[src/rtl/uart_pkg.sv]
// ---------------------------------------------------------------------------
// uart_pkg -- shared UART definitions for the receiver and transmitter.
//   * uart_state_e : line-state encoding (IDLE=0, START_BIT=1, DATA_BIT=2,
//                    STOP_BIT=3)
//   * FCLK_DEFAULT / FUART_DEFAULT : default clock and baud rate
//   * CNT_W        : width of the per-bit cycle counter
//   * calc_divider : clocks per bit for a given clock / baud pair
// ---------------------------------------------------------------------------
package uart_pkg;

   typedef enum logic [1:0] {
      IDLE      = 2'd0,
      START_BIT = 2'd1,
      DATA_BIT  = 2'd2,
      STOP_BIT  = 2'd3
   } uart_state_e;

   localparam int unsigned FCLK_DEFAULT  = 32'd50000000;
   localparam int unsigned FUART_DEFAULT = 32'd9600;
   localparam int unsigned CNT_W         = 32'd25;

   // Integer clocks per bit; any remainder is dropped.
   function automatic int unsigned calc_divider(input int unsigned fclk,
                                                input int unsigned fuart);
      return fclk / fuart;
   endfunction

endpackage

[src/rtl/uart_rx_if.sv]
// ---------------------------------------------------------------------------
// uart_rx_if -- serial line and byte-handshake bundle of the UART receiver.
//   Rx_in      : serial line into the receiver (idle high)
//   data_ack   : consumer acknowledge of data_out
//   data_out   : last correctly received byte
//   data_valid : data_out holds an unacknowledged byte
//   frame_err  : one-clock pulse on a low stop bit
//   overrun    : sticky, a good frame arrived while data_valid was high
//   busy       : receiver is inside a frame
// master = receiver side, slave = line driver / byte consumer side.
// ---------------------------------------------------------------------------
interface uart_rx_if;

   logic       Rx_in;
   logic       data_ack;
   logic [7:0] data_out;
   logic       data_valid;
   logic       frame_err;
   logic       overrun;
   logic       busy;

   modport master (
      input  Rx_in, data_ack,
      output data_out, data_valid, frame_err, overrun, busy
   );

   modport slave (
      output Rx_in, data_ack,
      input  data_out, data_valid, frame_err, overrun, busy
   );

endinterface

[src/rtl/rx_sync.sv]
// ---------------------------------------------------------------------------
// rx_sync -- two-flop synchronizer for the asynchronous serial line.
//   clk_i : receiver clock
//   rst_i : asynchronous active-high reset, both flops reset to 1 (line idle)
//   d_i   : asynchronous input
//   q_o   : synchronized output
// ---------------------------------------------------------------------------
module rx_sync (
   input  logic clk_i,
   input  logic rst_i,
   input  logic d_i,
   output logic q_o
);

   logic meta_q;
   logic sync_q;

   // Two-stage capture; resetting to 1 keeps the line looking idle.
   always_ff @(posedge clk_i or posedge rst_i) begin
      if (rst_i) begin
         meta_q <= 1'b1;
         sync_q <= 1'b1;
      end else begin
         meta_q <= d_i;
         sync_q <= meta_q;
      end
   end

   assign q_o = sync_q;

endmodule

[src/rtl/uart_rx.sv]
// ---------------------------------------------------------------------------
// uart_rx -- 8N1 UART receiver, LSB first, mid-bit sampling.
//   Fclk, Fuart : clock frequency and baud rate (Hz, bit/s)
//   clk_Rx      : single clock, rising edge
//   reset       : asynchronous active-high reset
//   bus         : uart_rx_if.master (line input, byte handshake, status)
// A good stop bit loads data_out / data_valid on the same edge that takes
// the stop sample, so they are visible one clock after the sampling cycle.
// ---------------------------------------------------------------------------
module uart_rx
   import uart_pkg::*;
#(
   parameter int unsigned Fclk  = FCLK_DEFAULT,
   parameter int unsigned Fuart = FUART_DEFAULT
) (
   input  logic      clk_Rx,
   input  logic      reset,
   uart_rx_if.master bus
);

   localparam int unsigned      divider  = calc_divider(Fclk, Fuart);
   localparam logic [CNT_W-1:0] BIT_END  = CNT_W'(divider - 32'd1);
   localparam logic [CNT_W-1:0] HALF_END = CNT_W'(divider / 32'd2 - 32'd1);
   localparam logic [CNT_W-1:0] CNT_ONE  = CNT_W'(32'd1);

   logic             rx_s;
   logic             rx_prev_q;
   uart_state_e      state_q;
   logic [CNT_W-1:0] cnt_q;
   logic [2:0]       bit_idx_q;
   logic [7:0]       shift_q;
   logic [7:0]       data_out_q;
   logic             data_valid_q;
   logic             frame_err_q;
   logic             overrun_q;
   logic             busy_q;

   rx_sync u_rx_sync (
      .clk_i (clk_Rx),
      .rst_i (reset),
      .d_i   (bus.Rx_in),
      .q_o   (rx_s)
   );

   // Receive FSM with its counters, shift register and registered outputs.
   always_ff @(posedge clk_Rx or posedge reset) begin
      if (reset) begin
         rx_prev_q    <= 1'b1;
         state_q      <= IDLE;
         cnt_q        <= '0;
         bit_idx_q    <= 3'd0;
         shift_q      <= 8'h00;
         data_out_q   <= 8'h00;
         data_valid_q <= 1'b0;
         frame_err_q  <= 1'b0;
         overrun_q    <= 1'b0;
         busy_q       <= 1'b0;
      end else begin
         rx_prev_q   <= rx_s;
         frame_err_q <= 1'b0;

         // Ack is applied first; a good stop below may reload on top of it.
         if (bus.data_ack && data_valid_q) begin
            data_valid_q <= 1'b0;
            overrun_q    <= 1'b0;
         end else begin
            data_valid_q <= data_valid_q;
         end

         case (state_q)
            IDLE: begin
               cnt_q     <= '0;
               bit_idx_q <= 3'd0;
               // Edge, not level: a line stuck low never retriggers.
               if (rx_prev_q && !rx_s) begin
                  state_q <= START_BIT;
                  busy_q  <= 1'b1;
               end else begin
                  busy_q  <= 1'b0;
               end
            end

            START_BIT: begin
               if (cnt_q == HALF_END) begin
                  cnt_q <= '0;
                  if (!rx_s) begin
                     state_q <= DATA_BIT;
                  end else begin
                     state_q <= IDLE;   // false start, nothing reported
                     busy_q  <= 1'b0;
                  end
               end else begin
                  cnt_q <= cnt_q + CNT_ONE;
               end
            end

            DATA_BIT: begin
               if (cnt_q == BIT_END) begin
                  cnt_q              <= '0;
                  shift_q[bit_idx_q] <= rx_s;
                  bit_idx_q          <= bit_idx_q + 3'd1;  // wraps to 0 after bit 7
                  if (bit_idx_q == 3'd7) begin
                     state_q <= STOP_BIT;
                  end else begin
                     state_q <= DATA_BIT;
                  end
               end else begin
                  cnt_q <= cnt_q + CNT_ONE;
               end
            end

            STOP_BIT: begin
               if (cnt_q == BIT_END) begin
                  cnt_q   <= '0;
                  state_q <= IDLE;
                  busy_q  <= 1'b0;
                  if (rx_s) begin
                     if (!data_valid_q || bus.data_ack) begin
                        data_out_q   <= shift_q;
                        data_valid_q <= 1'b1;
                     end else begin
                        overrun_q    <= 1'b1;   // keep old byte, drop new one
                     end
                  end else begin
                     frame_err_q <= 1'b1;
                  end
               end else begin
                  cnt_q <= cnt_q + CNT_ONE;
               end
            end

            default: begin
               state_q <= IDLE;
               cnt_q   <= '0;
               busy_q  <= 1'b0;
            end
         endcase
      end
   end

   assign bus.data_out   = data_out_q;
   assign bus.data_valid = data_valid_q;
   assign bus.frame_err  = frame_err_q;
   assign bus.overrun    = overrun_q;
   assign bus.busy       = busy_q;

endmodule

[src/flat_wrapper.sv]
// flat-port wrapper written by rule: the top's interface ports become plain ports
module uart_rx_flat import uart_pkg::*;
#(
   parameter int unsigned Fclk  = FCLK_DEFAULT,
   parameter int unsigned Fuart = FUART_DEFAULT
)
  (clk_Rx, reset, bus_Rx_in, bus_data_ack, bus_data_out, bus_data_valid, bus_frame_err, bus_overrun, bus_busy);
  uart_rx_if bus_i ();
  input  logic clk_Rx;
  input  logic reset;
  input wire logic [$bits(bus_i.Rx_in)-1:0] bus_Rx_in;
  input wire logic [$bits(bus_i.data_ack)-1:0] bus_data_ack;
  output wire logic [$bits(bus_i.data_out)-1:0] bus_data_out;
  output wire logic [$bits(bus_i.data_valid)-1:0] bus_data_valid;
  output wire logic [$bits(bus_i.frame_err)-1:0] bus_frame_err;
  output wire logic [$bits(bus_i.overrun)-1:0] bus_overrun;
  output wire logic [$bits(bus_i.busy)-1:0] bus_busy;
  assign bus_i.Rx_in = bus_Rx_in;
  assign bus_i.data_ack = bus_data_ack;
  assign bus_data_out = bus_i.data_out;
  assign bus_data_valid = bus_i.data_valid;
  assign bus_frame_err = bus_i.frame_err;
  assign bus_overrun = bus_i.overrun;
  assign bus_busy = bus_i.busy;
  uart_rx #(.Fclk(Fclk), .Fuart(Fuart)) u_core (.clk_Rx(clk_Rx), .reset(reset), .bus(bus_i));
endmodule
[config.mk]
export PLATFORM = sky130hd
export DESIGN_NAME = uart_rx_flat
export DESIGN_NICKNAME = d
export VERILOG_FILES = /design/src/rtl/uart_pkg.sv /design/src/rtl/uart_rx_if.sv /design/src/rtl/rx_sync.sv /design/src/rtl/uart_rx.sv /design/src/flat_wrapper.sv
export SDC_FILE = /design/constraint.sdc
export NUM_CORES = 1
export LEC_CHECK = 0
export ABC_AREA = 1
export CAP_MARGIN = 0
export CORE_UTILIZATION = 54
export DETAILED_ROUTE_END_ITERATION = 8
export PLACE_DENSITY = 0.82
export SYNTH_ARGS = -nofsm -noshare
export SYNTH_HDL_FRONTEND = slang
export SYNTH_SLANG_ARGS = --single-unit
export TNS_END_PERCENT = 5
[constraint.sdc]
create_clock -name clk_Rx -period 1.47 [get_ports clk_Rx]
set_input_delay 0.147 -clock clk_Rx [delete_from_list [all_inputs] [get_ports clk_Rx]]
set_output_delay 0.147 -clock clk_Rx [all_outputs]
set_load 0.03 [all_outputs]
# Word-level counts from Yosys, hierarchy flattened
# Cells that the tools add are included.
# word_totals
ff_bits	53
wordCells	75
# classes
addsub	2
n_lt_le_gt_ge	2
n_eq_ne	11
n_mux	33
reduce_logical	15
# ops
cell	n
25-bit case mux with 3 select lines	1
25-bit 2-to-1 mux	2
25-bit by 1-bit adder with 25-bit output, second input constant	1
25-bit by 12-bit equality test with 1-bit output, second input constant	1
25-bit by 13-bit equality test with 1-bit output, second input constant	1
1-bit 2-to-1 mux	19
4-bit AND reduction	3
2-bit 2-to-1 mux	5
8-bit bitwise mux	1
2-bit by 1-bit inequality test with 1-bit output, second input constant	4
2-bit case mux with 4 select lines	1
3-bit case mux with 2 select lines	1
2-bit equality test, second input constant	2
3-bit by 4-bit less-than comparator with 1-bit output, second input constant	1
2-bit AND reduction	2
3-bit by 1-bit adder with 3-bit output, second input constant	1
1-bit demux with 3-bit select	1
3-bit equality test, second input constant	1
3-bit by 1-bit greater-or-equal comparator with 1-bit output, second input constant	1
1-bit logical AND	3
3-bit 2-to-1 mux	1
1-bit case mux with 3 select lines	1
3-bit nonzero test	1
2-bit by 1-bit equality test with 1-bit output, second input constant	1
6 further kinds	7

# Longest topological paths before layout
# depth
word_depth	6
depth_mapped	11

# Modules after synthesis
# From an unflattened synthesis, not the netlist that was laid out.
# unflattened
cells_unflattened	403
hier_area_um2	2986.6
# by_module_without_submodules
module	instances	cells_each	area_per_inst_um2
uart_rx	1	400	2930.3
rx_sync	1	3	56.3

# Worst setup path before layout
# No wires, ideal clock.
# synth_path
kind	flip-flop to flip-flop
startpoint	register u_core.cnt_q[0]
endpoint	register u_core.cnt_q[6]
arrival_time_ns	1.434
required_ns	1.349
setup_slack_ns	-0.085
path_stages_with_launch	12
path_buffers	1
cell_sequence	dfrtp_1 ha_1 nand2_1 inv_1 nand4_1 nor2_1 nand2_1 nand2_1 nand2_2 clkinv_4 buf_6 nor2_1
# synth_via
elab_chain_len	3
# synth_rtl
item	line_no	rtl
from (decl)	uart_rx.sv:29	logic [CNT_W-1:0] cnt_q;
from (signal assigned)	uart_rx.sv:93	cnt_q <= cnt_q + CNT_ONE;
from (signal assigned)	uart_rx.sv:108	cnt_q <= cnt_q + CNT_ONE;
from (signal assigned)	uart_rx.sv:128	cnt_q <= cnt_q + CNT_ONE;
25-bit by 1-bit adder with 25-bit output, or another cell as far along	uart_rx.sv:93, uart_rx.sv:108, uart_rx.sv:128	
25-bit 2-to-1 mux, on equally long branches	uart_rx.sv:98, uart_rx.sv:113, uart_rx.sv:84	
25-bit case mux with 3 select lines *	uart_rx.sv:70	case (state_q)
# Mark *: on every way between the ends. The rest lies on a longest branch, timed or not.
# A chain may end at the register's enable or synchronous reset.

# Worst setup path in the final report
# layout_path
startpoint	register u_core.cnt_q[8]
endpoint	register u_core.bit_idx_q[2]
# layout_via
elab_chain_len	3
# layout_rtl
item	line_no	rtl
25-bit by 13-bit equality test with 1-bit output	uart_rx.sv:98	if (cnt_q == BIT_END) begin
2-bit by 1-bit inequality test with 1-bit output (no source line)	--	
2-bit AND reduction (no source line)	--	
to (signal assigned)	uart_rx.sv:101	bit_idx_q <= bit_idx_q + 3'd1;
to (decl)	uart_rx.sv:30	logic [2:0] bit_idx_q;
# Every way passes these cells.

==> metrics.txt <==
CP bufs+invs=1; post-detail-place hpwl=5214 um; leakage=0.001966 uW; Die Wd=75.26 um; first-pass GRT wire length=11,830 um; P_sw=1350 uW; Port Buf Inserts=15; vias in the first global route=between 2k and 3k; clk sink count=53; drt via density=5.396; Peak VDD IR=0.001105 V; gr ovfl total=0; Synth async-reset ratio=100.0%; Worst-Margin Slew=0.4256 ns; pwr dens=993.7 nW/um^2; Num CTS Buffers=5; post-synthesis cell type count=33; Starting Density=56.38%; DR WL/cell=14.45 um; antenna-violating nets left=0; Peak Freq=approximately 0.62 GHz; CP required=approximately 1.7 ns; Clock power frac=between 20% and 30%; Worst setup SP type=flip-flop; worst path cell trace=nor2_1 -> nand2_1 -> nor2_2 -> nand3_4 -> nor2_4 -> buf_12 -> nor2_2 -> nand2_1 -> nand2_1; critical path class=flip-flop to flip-flop; Syn Std Cell Area=about 2900 um^2; reg2reg setup slack=-0.15 ns; CP Capture Type=flip-flop; Final Worst Setup Slack=-0.1451 ns; clk_skew=0.007409 ns; register bit total from synthesis=53; max-slew violation count=0; Clk Latency, worst-skew pair=0.31 ns; Worst-path clk slew=0.10 ns; CTS max path bufs=2; cell family with most CP delay=simple AND/OR/NAND/NOR gates; iteration-0 DRC count of the detailed router=285; boundary pin count=16; syn_nets=402; overall power=3776 uW; nets=474; Logic pwr share=29.3%; Setup WS pre-CTS=-0.1884 ns; Post-Syn Instances=395; H-tree depth=2; DIE HEIGHT=75.26 um; Worst Reg-to-Reg Cells=9; DRC=0; failing checks=negative setup slack; sw frac=a little over a third; max-cap violation count=0; sequential-to-total area share from yosys stat=45.90%; Slowest cell on crit path=dfrtp_1; Non-Filler Instances=~540; Max transition margin=a little under three quarters; run status=finished with violations; via count=2,903; worst reg2reg endpoint=u_core.bit_idx_q[2]; largest net degree at the start of global routing=22; layout filler cell count=between 300 and 400; worst reg2reg startpoint=u_core.cnt_q[8]; RSZ-0062 raised after global routing=true; layout cell share with drive strength beyond 1=between 20% and 30%; routability cong.=roughly 0.92; Placed Cells=522; Die ar.=5663 um^2; post-layout util=73.93%; GRT Util Overall=28.34%; Primary FF master, synth=dfrtp_1; Reg power frac=43.8%; FP Rows=26; CTS tree=done; initial antenna violation count=0; Syn Area/Cell=7.336 um^2; antenna fix cells=0; Post-synth EDFFs=0; P&R area growth vs syn=31.13%; Final Hold Viols=0; yosys synthesis warning count=0; Internal Power=2426 uW; DR pass1 iterations=5; crit path DAT=1.81 ns; fin crit period=between 1.5 and 2 ns; Final period util=109.9%; maximum fanout along the worst path=20; CP dominant cell by count=nand2_1; HP Class=input port to async pin; final WL=7773 um; core area=roughly 5100 um^2; clk root buf=clkbuf_8; final setup vio count=45; CP peak stage delay=0.39 ns
==> sequential cells by signal, summed over array words and instances (netlist names), named ones only <==
name / flops
u_core.u_rx_sync.meta_q: 1
u_core.u_rx_sync.q_o: 1
u_core.bus.data_out: 8
u_core.cnt_q: 25
u_core.shift_q: 8
u_core.bus.overrun: 1
u_core.state_q: 1
u_core.bus.busy: 1
u_core.bus.data_valid: 1
u_core.bus.frame_err: 1
u_core.bit_idx_q: 3
u_core.rx_prev_q: 1
==> synth_stat cells, types with 2 or more instances <==
cell type,count,area share [%]
nand2_1,122,16
nor2_1,61,7.9
dfrtp_1,50,43
inv_1,36,4.7
nand3_1,34,5.9
nand4_1,11,2.4
nor3_1,11,1.9
inv_2,10,1.3
nor2_2,10,2.2
xor2_1,10,3.0
a21oi_1,9,1.6
o21ai_0,4,0.69
dfstp_2,3,2.7
ha_1,3,1.3
buf_4,2,0.52
clkinv_1,2,0.26
==> cell type report <==
type                            instances  area (um^2)  area share, %
Inverter                               49        196.4          5.170
Multi-Input combinational cell        288         1471          38.72
Timing Repair Buffer                   69        585.6          15.41
Clock buffer                            6        72.57          1.910
Clock inverter                          2        38.79          1.021
Sequential cell                        53         1331          35.03
Timing Repair inverter                  1        16.27         0.4281
Tap cell                               70        87.58          2.305
==> layer usage <==
| layer | vias to the layer above | wire length [um] | track usage, % |
|---|---|---|---|
| li1 | 1384 | - | - |
| met1 | 1362 | 3281 | 38.03 |
| met2 | 131 | 3765 | 45.55 |
| met3 | 26 | 537 | 5.622 |
| met4 | 0 | 189 | 11.11 |
| met5 | - | 0 | 0 |
==> per-stage QoR <==
step / TNS, ns / cell area (um^2) / hold WS, ns
final: -3.384 / 3800 / 0.1438
after global routing: -7.855 / 3800 / 0.1807
after CTS: -1.599 / 3685 / 0.1534
after detailed placement: -6.393 / 3503 / 0.3517
after global placement: -3.708 / 3503 / 0.3493
after floorplan: 0 / 2910 / 0.1515
==> worst max path at each step <==
stage / startpoint / depth (start not counted) / end / slack [ns]
finish: u_core.cnt_q[8] / 9 / u_core.bit_idx_q[2] / -0.15
global route: u_core.cnt_q[8] / 9 / u_core.shift_q[7] / -0.23
CTS: u_core.cnt_q[17] / 9 / u_core.shift_q[0] / -0.08
detailed placement: u_core.cnt_q[16] / 9 / u_core.bit_idx_q[2] / -0.19
global placement: u_core.cnt_q[16] / 8 / u_core.cnt_q[20] / -0.12
floorplan: u_core.cnt_q[0] / 11 / u_core.cnt_q[0] / 0.01
==> layout by cell type, fill, tap and decap left out, types with 7 or more instances in the layout <==
cell | Yosys | routed
nand2_1 | 122 | 117
xor2_1 | 10 | 10
buf_4 | 2 | 50
nor3_1 | 11 | 7
inv_2 | 10 | 12
dfrtp_1 | 50 | 49
nand4_1 | 11 | 11
a21oi_1 | 9 | 9
nor2_1 | 61 | 50
dlygate4sd2_1 | 0 | 11
inv_1 | 36 | 34
nor2_2 | 10 | 17
nand3_1 | 34 | 31
==> power groups by stage <==
stage	Sequential [uW]	Clock, uW	Combinational, uW
final	1650	1020	1100
after global routing	1670	1070	1200
after CTS	1650	1020	977
after detailed placement	1680	0	912
after global placement	1670	0	882
after floorplan	1690	0	593
==> what timing repair did <==
item | in CTS | in global routing
resized for setup | 26 | 24
endpoints found under the setup margin | 55 | 50
buffers inserted | 3 | 4
cloned | 1 | 0
hold buffers | 0 | 0
pin swaps | 7 | 11
==> cell families (layout without fill, tap and decap cells) <==
group           count (synthesis)  count (layout)  synth area share, %
compound gates                 18              18                3.411
xor+xnor                       11              11                3.325
fa+ha+maj                       3               3                1.295
buf+inv                        54             127                7.729
flops                          53              53                45.90
simple gates                  256             256                38.34
Note: power is estimated with default switching activity, not from simulation.
